File: config.mk
export PLATFORM = sky130hd
export DESIGN_NAME = fu_wb_arbiter
export DESIGN_NICKNAME = d
export VERILOG_FILES = /design/src/rtl/fu_wb_arbiter_pkg.sv /design/src/rtl/fu_wb_arbiter_wb_buffer.sv /design/src/rtl/fu_wb_arbiter.sv
export SDC_FILE = /design/constraint.sdc
export NUM_CORES = 2
export LEC_CHECK = 0
export BUFFER_PORTS_ARGS = -buffer_cell sky130_fd_sc_hd__buf_2
export CORE_AREA = 8 8 463 465
export DETAILED_ROUTE_END_ITERATION = 10
export DIE_AREA = 0 0 471 473
export PLACE_DENSITY_LB_ADDON = 0.15
export SLEW_MARGIN = 10
export SYNTH_ARGS = -nofsm -noshare
export SYNTH_HDL_FRONTEND = slang
export SYNTH_SLANG_ARGS = --single-unit
File: constraint.sdc
create_clock -name clk_i -period 23.1 [get_ports clk_i]
set_clock_uncertainty 0.1 [all_clocks]
set_input_delay 4.62 -clock clk_i [delete_from_list [all_inputs] [get_ports clk_i]]
set_output_delay 4.62 -clock clk_i [all_outputs]
set_load 0.05 [all_outputs]
File: src/rtl/fu_wb_arbiter_pkg.sv
// Shared types for the writeback arbiter: exception payload, buffered writeback entry.
package fu_wb_arbiter_pkg;

    localparam int unsigned XLEN            = 64;
    localparam int unsigned TRANS_ID_BITS   = 3;
    localparam int unsigned DEF_NR_WB_PORTS = 2;

    typedef struct packed {
        logic [XLEN-1:0] cause;
        logic [XLEN-1:0] tval;
        logic            valid;
    } exception_t;

    typedef struct packed {
        logic [63:0]              result;
        logic [TRANS_ID_BITS-1:0] trans_id;
        exception_t               ex;
    } wb_entry_t;

endpackage

File: src/rtl/fu_wb_arbiter_wb_buffer.sv
// wb_buffer: per-unit FIFO of writeback entries with synchronous flush.
// Ports: clk_i, rst_i (sync, active-high), flush_i, push_i/entry_i (write side),
//        pop_i/head_o (read side), full_o, empty_o.
module fu_wb_arbiter_wb_buffer
    import fu_wb_arbiter_pkg::*;
#(
    parameter int unsigned DEPTH = 2
) (
    input  logic      clk_i,
    input  logic      rst_i,
    input  logic      flush_i,
    input  logic      push_i,
    input  wb_entry_t entry_i,
    input  logic      pop_i,
    output wb_entry_t head_o,
    output logic      full_o,
    output logic      empty_o
);

    localparam int unsigned PTR_W = (DEPTH > 1) ? $clog2(DEPTH) : 1;
    localparam int unsigned CNT_W = $clog2(DEPTH + 1);

    wb_entry_t        mem_q [DEPTH];
    logic [PTR_W-1:0] rd_ptr_q, rd_ptr_d;
    logic [PTR_W-1:0] wr_ptr_q, wr_ptr_d;
    logic [CNT_W-1:0] cnt_q, cnt_d;
    logic             do_push, do_pop;

    // Explicit wrap so non-power-of-two depths work.
    function automatic logic [PTR_W-1:0] ptr_inc(input logic [PTR_W-1:0] p);
        return (p == PTR_W'(DEPTH - 1)) ? '0 : p + PTR_W'(1);
    endfunction

    assign full_o  = (cnt_q == CNT_W'(DEPTH));
    assign empty_o = (cnt_q == '0);
    assign head_o  = mem_q[rd_ptr_q];
    assign do_push = push_i & ~full_o;
    assign do_pop  = pop_i & ~empty_o;

    // Pointer/count next state; flush wins over any same-cycle push or pop.
    always_comb begin
        rd_ptr_d = rd_ptr_q;
        wr_ptr_d = wr_ptr_q;
        cnt_d    = cnt_q;
        if (flush_i) begin
            rd_ptr_d = '0;
            wr_ptr_d = '0;
            cnt_d    = '0;
        end else begin
            if (do_push) wr_ptr_d = ptr_inc(wr_ptr_q);
            if (do_pop)  rd_ptr_d = ptr_inc(rd_ptr_q);
            cnt_d = cnt_q + CNT_W'(do_push) - CNT_W'(do_pop);
        end
    end

    always_ff @(posedge clk_i) begin
        if (rst_i) begin
            rd_ptr_q <= '0;
            wr_ptr_q <= '0;
            cnt_q    <= '0;
        end else begin
            rd_ptr_q <= rd_ptr_d;
            wr_ptr_q <= wr_ptr_d;
            cnt_q    <= cnt_d;
        end
    end

    // Storage needs no reset; empty entries are never presented.
    always_ff @(posedge clk_i) begin
        if (do_push && !flush_i && !rst_i) begin
            mem_q[wr_ptr_q] <= entry_i;
        end
    end

endmodule

File: src/rtl/fu_wb_arbiter.sv
// Writeback arbiter: buffers results from NR_FU units and grants up to
// NR_WB_PORTS non-empty heads per cycle in round-robin order.
// Ports: clk_i, rst_i (sync, active-high), flush_i; per-unit fu_valid_i/fu_ready_o
//        with fu_result_i/fu_trans_id_i/fu_exception_i; per-port wb_valid_o/wb_ready_i
//        with wb_result_o/wb_trans_id_o/wb_exception_o; busy_o (any buffer non-empty).
module fu_wb_arbiter
    import fu_wb_arbiter_pkg::*;
#(
    parameter int unsigned NR_FU       = 4,
    parameter int unsigned NR_WB_PORTS = DEF_NR_WB_PORTS,
    parameter int unsigned DEPTH       = 2,
    parameter int unsigned DATA_W      = 64
) (
    input  logic                                      clk_i,
    input  logic                                      rst_i,
    input  logic                                      flush_i,
    input  logic       [NR_FU-1:0]                    fu_valid_i,
    output logic       [NR_FU-1:0]                    fu_ready_o,
    input  logic       [NR_FU-1:0][DATA_W-1:0]        fu_result_i,
    input  logic       [NR_FU-1:0][TRANS_ID_BITS-1:0] fu_trans_id_i,
    input  exception_t [NR_FU-1:0]                    fu_exception_i,
    output logic       [NR_WB_PORTS-1:0]              wb_valid_o,
    input  logic       [NR_WB_PORTS-1:0]              wb_ready_i,
    output logic       [NR_WB_PORTS-1:0][DATA_W-1:0]  wb_result_o,
    output logic       [NR_WB_PORTS-1:0][TRANS_ID_BITS-1:0] wb_trans_id_o,
    output exception_t [NR_WB_PORTS-1:0]              wb_exception_o,
    output logic                                      busy_o
);

    localparam int unsigned IDX_W  = $clog2(NR_FU);
    localparam int unsigned PORT_W = (NR_WB_PORTS > 1) ? $clog2(NR_WB_PORTS) : 1;

    if (NR_FU < 2 || NR_WB_PORTS < 1 || NR_WB_PORTS > NR_FU || DEPTH < 1 || DATA_W > 64)
    begin : g_bad_cfg
        $error("fu_wb_arbiter: invalid parameter combination");
    end

    wb_entry_t                             fu_entry [NR_FU];
    wb_entry_t                             head     [NR_FU];
    logic      [NR_FU-1:0]                 full, empty, push, pop;
    logic      [IDX_W-1:0]                 rr_q, rr_d;
    logic      [NR_WB_PORTS-1:0]           grant_vld;
    logic      [NR_WB_PORTS-1:0][IDX_W-1:0] grant_src;

    function automatic logic [IDX_W-1:0] idx_inc(input logic [IDX_W-1:0] i);
        return (i == IDX_W'(NR_FU - 1)) ? '0 : i + IDX_W'(1);
    endfunction

    // Ready ignores same-cycle pops so wb_ready_i never reaches fu_ready_o.
    assign fu_ready_o = ~full & {NR_FU{~rst_i}};
    assign push       = fu_valid_i & fu_ready_o;
    assign busy_o     = ~rst_i & ~(&empty);

    for (genvar gi = 0; gi < NR_FU; gi++) begin : g_buf
        assign fu_entry[gi].result   = 64'(fu_result_i[gi]);
        assign fu_entry[gi].trans_id = fu_trans_id_i[gi];
        assign fu_entry[gi].ex       = fu_exception_i[gi];

        fu_wb_arbiter_wb_buffer #(
            .DEPTH (DEPTH)
        ) i_wb_buffer (
            .clk_i   (clk_i),
            .rst_i   (rst_i),
            .flush_i (flush_i),
            .push_i  (push[gi]),
            .entry_i (fu_entry[gi]),
            .pop_i   (pop[gi]),
            .head_o  (head[gi]),
            .full_o  (full[gi]),
            .empty_o (empty[gi])
        );
    end

    // Multi-grant scan from rr_q: the n-th non-empty head found drives port n.
    always_comb begin
        int unsigned      n;
        logic [IDX_W-1:0] idx;
        grant_vld = '0;
        grant_src = '0;
        n         = 0;
        idx       = rr_q;
        for (int j = 0; j < int'(NR_FU); j++) begin
            if (!empty[idx] && n < NR_WB_PORTS) begin
                grant_vld[PORT_W'(n)] = 1'b1;
                grant_src[PORT_W'(n)] = idx;
                n = n + 1;
            end
            idx = idx_inc(idx);
        end
        if (flush_i || rst_i) grant_vld = '0;
    end

    // Ports are in scan order, so the highest accepting port is the last pop.
    always_comb begin
        pop  = '0;
        rr_d = rr_q;
        for (int k = 0; k < int'(NR_WB_PORTS); k++) begin
            if (grant_vld[k] && wb_ready_i[k]) begin
                pop[grant_src[k]] = 1'b1;
                rr_d              = idx_inc(grant_src[k]);
            end
        end
        if (flush_i) rr_d = '0;
    end

    always_ff @(posedge clk_i) begin
        if (rst_i) rr_q <= '0;
        else       rr_q <= rr_d;
    end

    // Data outputs are silenced on idle ports.
    always_comb begin
        wb_valid_o     = grant_vld;
        wb_result_o    = '0;
        wb_trans_id_o  = '0;
        wb_exception_o = '0;
        for (int k = 0; k < int'(NR_WB_PORTS); k++) begin
            if (grant_vld[k]) begin
                wb_result_o[k]    = DATA_W'(head[grant_src[k]].result);
                wb_trans_id_o[k]  = head[grant_src[k]].trans_id;
                wb_exception_o[k] = head[grant_src[k]].ex;
            end
        end
    end

endmodule

==> summary.md <==
| Metric | Value |
|---|---|
| Register area share after synthesis | `0.652` |
| Overall power | `0.00685 W` |
| Slew Viols, Final | `0` |
| Xor/xnor share of the synthesized area | `0.00144` |
| Worst EP arrival | `9.65 ns` |
| Main area contributors after synthesis | `edfxtp_1 (65%), mux2i_1 (13%), mux2_2 (3.1%)` |
| Max VDD drop | `0.0000747 V` |
| CTS tree | `done` |
| Post-Synth Simple-Gate Area | `0.0672` |
| CP required | `18.38 ns` |
| Area share of the largest cell type after synthesis | `0.646` |
| Drt via density | `5.71` |
| Max Clk Rate | `69.6 MHz` |
| Maxcap violations | `0` |
| Count leader, synth | `edfxtp_1` |
| CTS clk-pin slew, worst paths | `0.06 ns` |
| DRC viols | `0` |
| Footprint of the multi-input gates | `23300 µm²` |
| Relative slew slack | `0.155` |
| Core region area | `206000 µm²` |
| Worst Setup Start Kind | `input pin` |
| Sw power | `0.00175 W` |
| GRT Residual Overflow | `0` |
| Fin. Hold Viols | `0` |
| Clock Path Buffers | `3` |
| Vias in the first global route | `50.1k` |
| DR WL/cell | `33.1 µm` |
| Worst Max-Slew Pin Slew | `1.27 ns` |
| Global-route wire length before repair | `414 mm` |
| Top FF cell, synth | `edfxtp_1` |
| H-tree depth | `4` |
| YS warnings | `0` |
| Period utilization | `0.622` |
| Peak fanout along the critical path | `73` |
| Initial antenna violation count | `260` |
| Main combinational cell family by area after synthesis | `multiplexers` |
| Synth area leader | `edfxtp_1` |
| Vias | `52.4k` |
| Post-CTS Setup Inserts | `0` |
| RSZ-0062 raised after global routing | `no` |
| Layout area overhead | `19.8%` |
| Syn_area_per_cell | `14.0 µm²` |
| Setup TNS | `0 ns` |
| ANT nets after route | `0` |
| Layout cells sized above 1 | `0.278` |
| Largest net degree at the start of global routing | `151` |
| Site row count | `167` |
| Root buf cell | `clkbuf_16` |
| Final wirelength | `304 mm` |
| Hold WC Path Type | `reg2reg` |
| Mux cell area share after synthesis | `0.167` |
| Cell variety after synth | `56` |
| Register area | `47500 µm²` |
| Commonest cells post-synth | `edfxtp_1 (1568), mux2i_1 (982), nor3_1 (401)` |
| Clock period minus worst slack | `14.37 ns` |
| CP endpoint kind | `output port` |
| GPL Wtd Cong | `0.892` |
| Flop pwr share | `0.473` |
| Die outline width | `471 µm` |
| PD cells | `78.4 nW/µm²` |
| FFs w/ async S/R, synth | `0` |
| I/O pin count | `1192` |
| Die Y-Extent | `473 µm` |
| Gr usage total | `0.259` |
| Post-CTS Hold Buffers | `0` |
| Post-synth EDFFs | `1568` |
| Cell Area, Synth | `72900 µm²` |
| Pre-antenna DRT Iters | `6` |
| Status | `completed` |
| Initial DRC Count | `5404` |
| Pleak | `31.1 nW` |
| PortBufs | `1191` |
| DP Wirelength | `201 mm` |
| Clk sinks | `1590` |
| Synthesis-stage register bit count | `1590` |
| Synth Net Count | `6005` |
| Mapped Cells | `5194` |
| Compound-Gate Fraction of Synth Area | `0.0795` |
| Clock Latency Late Sink | `0.81 ns` |
| Initial Utilization | `0.353` |
| Layout Nets | `7027` |
| TritonCTS buffer count | `180` |
| Clock group share of total power | `0.420` |
| Setup violators final | `0` |
| # fillers | `19.2k` |
| Die ar. | `223000 µm²` |
| Post-CTS resize count | `0` |
| Setup CP Type | `in2out` |
| Combinational Power Share | `0.107` |
| Switching share of power | `0.255` |
| Post-Synth Adder-Cell Area | `0.00309` |
| Internal | `0.00510 W` |
==> state kept, by name (all words and copies together), names as in the netlist, named ones only <==
name and cells:
g_buf.i_wb_buffer.cnt_q 8, g_buf.i_wb_buffer.mem_q 1568, g_buf.i_wb_buffer.wr_ptr_q 4, rr_q 2
g_buf.i_wb_buffer.rd_ptr_q 4
==> layout by cell type (no fill, tap or decap), types with 6 or more instances in the layout <==
cell type,n
clkinv_1,36
clkbuf_16,188
o22a_1,193
xor2_1,8
o21ai_0,238
diode_2,126
nand3_1,199
nand2_1,228
nor3_1,397
inv_1,20
o31a_1,6
ha_1,18
buf_2,1191
buf_4,78
edfxtp_1,1568
buf_12,16
bufinv_16,17
a2bb2oi_1,192
a31oi_1,7
o21ai_1,157
a21oi_1,16
clkbuf_1,37
mux2_2,200
nor2_1,222
dfxtp_1,18
clkinv_2,30
mux2i_1,982
==> cell type report <==
class,count,share of cell area
Inverter,23,0.00116
Multi-Input combinational cell,3136,0.267
Antenna cell,126,0.00361
Sequential cell,1590,0.544
Clock buffer,230,0.0562
Timing Repair Buffer,1285,0.0786
Clock inverter,94,0.0110
Tap cell,2704,0.0387
==> per-layer routing <==
metal / GRT usage / part of all wire / vias to the layer above
met5: 0 / 0.0032 / -
met4: 0.0959 / 0.039 / 156
met3: 0.0858 / 0.098 / 703
met2: 0.424 / 0.47 / 2660
met1: 0.319 / 0.39 / 26600
li1: - / - / 22400
==> worst max-delay path, cell delays in order <==
cell and delay, ns:
buf_2 0.26, or2_4 0.66, a211o_4 0.68, buf_4 0.82
buf_4 0.82, buf_4 0.70, a2bb2oi_1 0.24, mux2i_1 0.21
buf_2 0.32
==> worst paths after layout <==
check,depth (start not counted),start,slack (ns),endpoint
setup / recovery,9,flush_i,8.73,wb_exception_o[58]
hold / removal,1,g_buf[1].i_wb_buffer.rd_ptr_q,0.35,flop
setup reg to reg,18,rr_q[0],17.39,g_buf[2].i_wb_buffer.cnt_q[1]
hold reg to reg,1,g_buf[1].i_wb_buffer.rd_ptr_q,0.35,flop
==> cell families after synthesis <==
| family | after synthesis |
|---|---|
| flip-flops | 1590 |
| AND/OR/NAND/NOR | 1081 |
| AO/OA/AOI/OAI | 840 |
| multiplexers | 1185 |
| adder cells (fa/ha/maj) | 18 |
| XOR/XNOR | 12 |
| buffers and inverters | 468 |
==> power by group through the flow <==
stage                     clock network (W)  logic, W  registers, W
after CTS                           0.00293  0.000728       0.00324
after global routing                0.00303  0.000753       0.00324
after detailed placement                  0  0.000726       0.00330
final                               0.00288  0.000729       0.00324
after global placement                    0  0.000719       0.00330
after floorplan                           0  0.000400       0.00332
==> metrics by stage <==
step / cells / utilization / setup slack, ns / hold slack [ns] / area [µm²]
global route: 9119 / 0.422 / 8.61 / 0.391 / 87200
finish: 9188 / 0.423 / 8.73 / 0.354 / 87400
detailed placement: 8738 / 0.393 / 8.82 / 0.347 / 81200
CTS: 9062 / 0.422 / 8.82 / 0.357 / 87000
global placement: 8738 / 0.393 / 8.96 / 0.332 / 81200
floorplan: 5194 / - / 2.11 / 0.337 / 72900
Note: power is estimated with default switching activity, not from simulation.
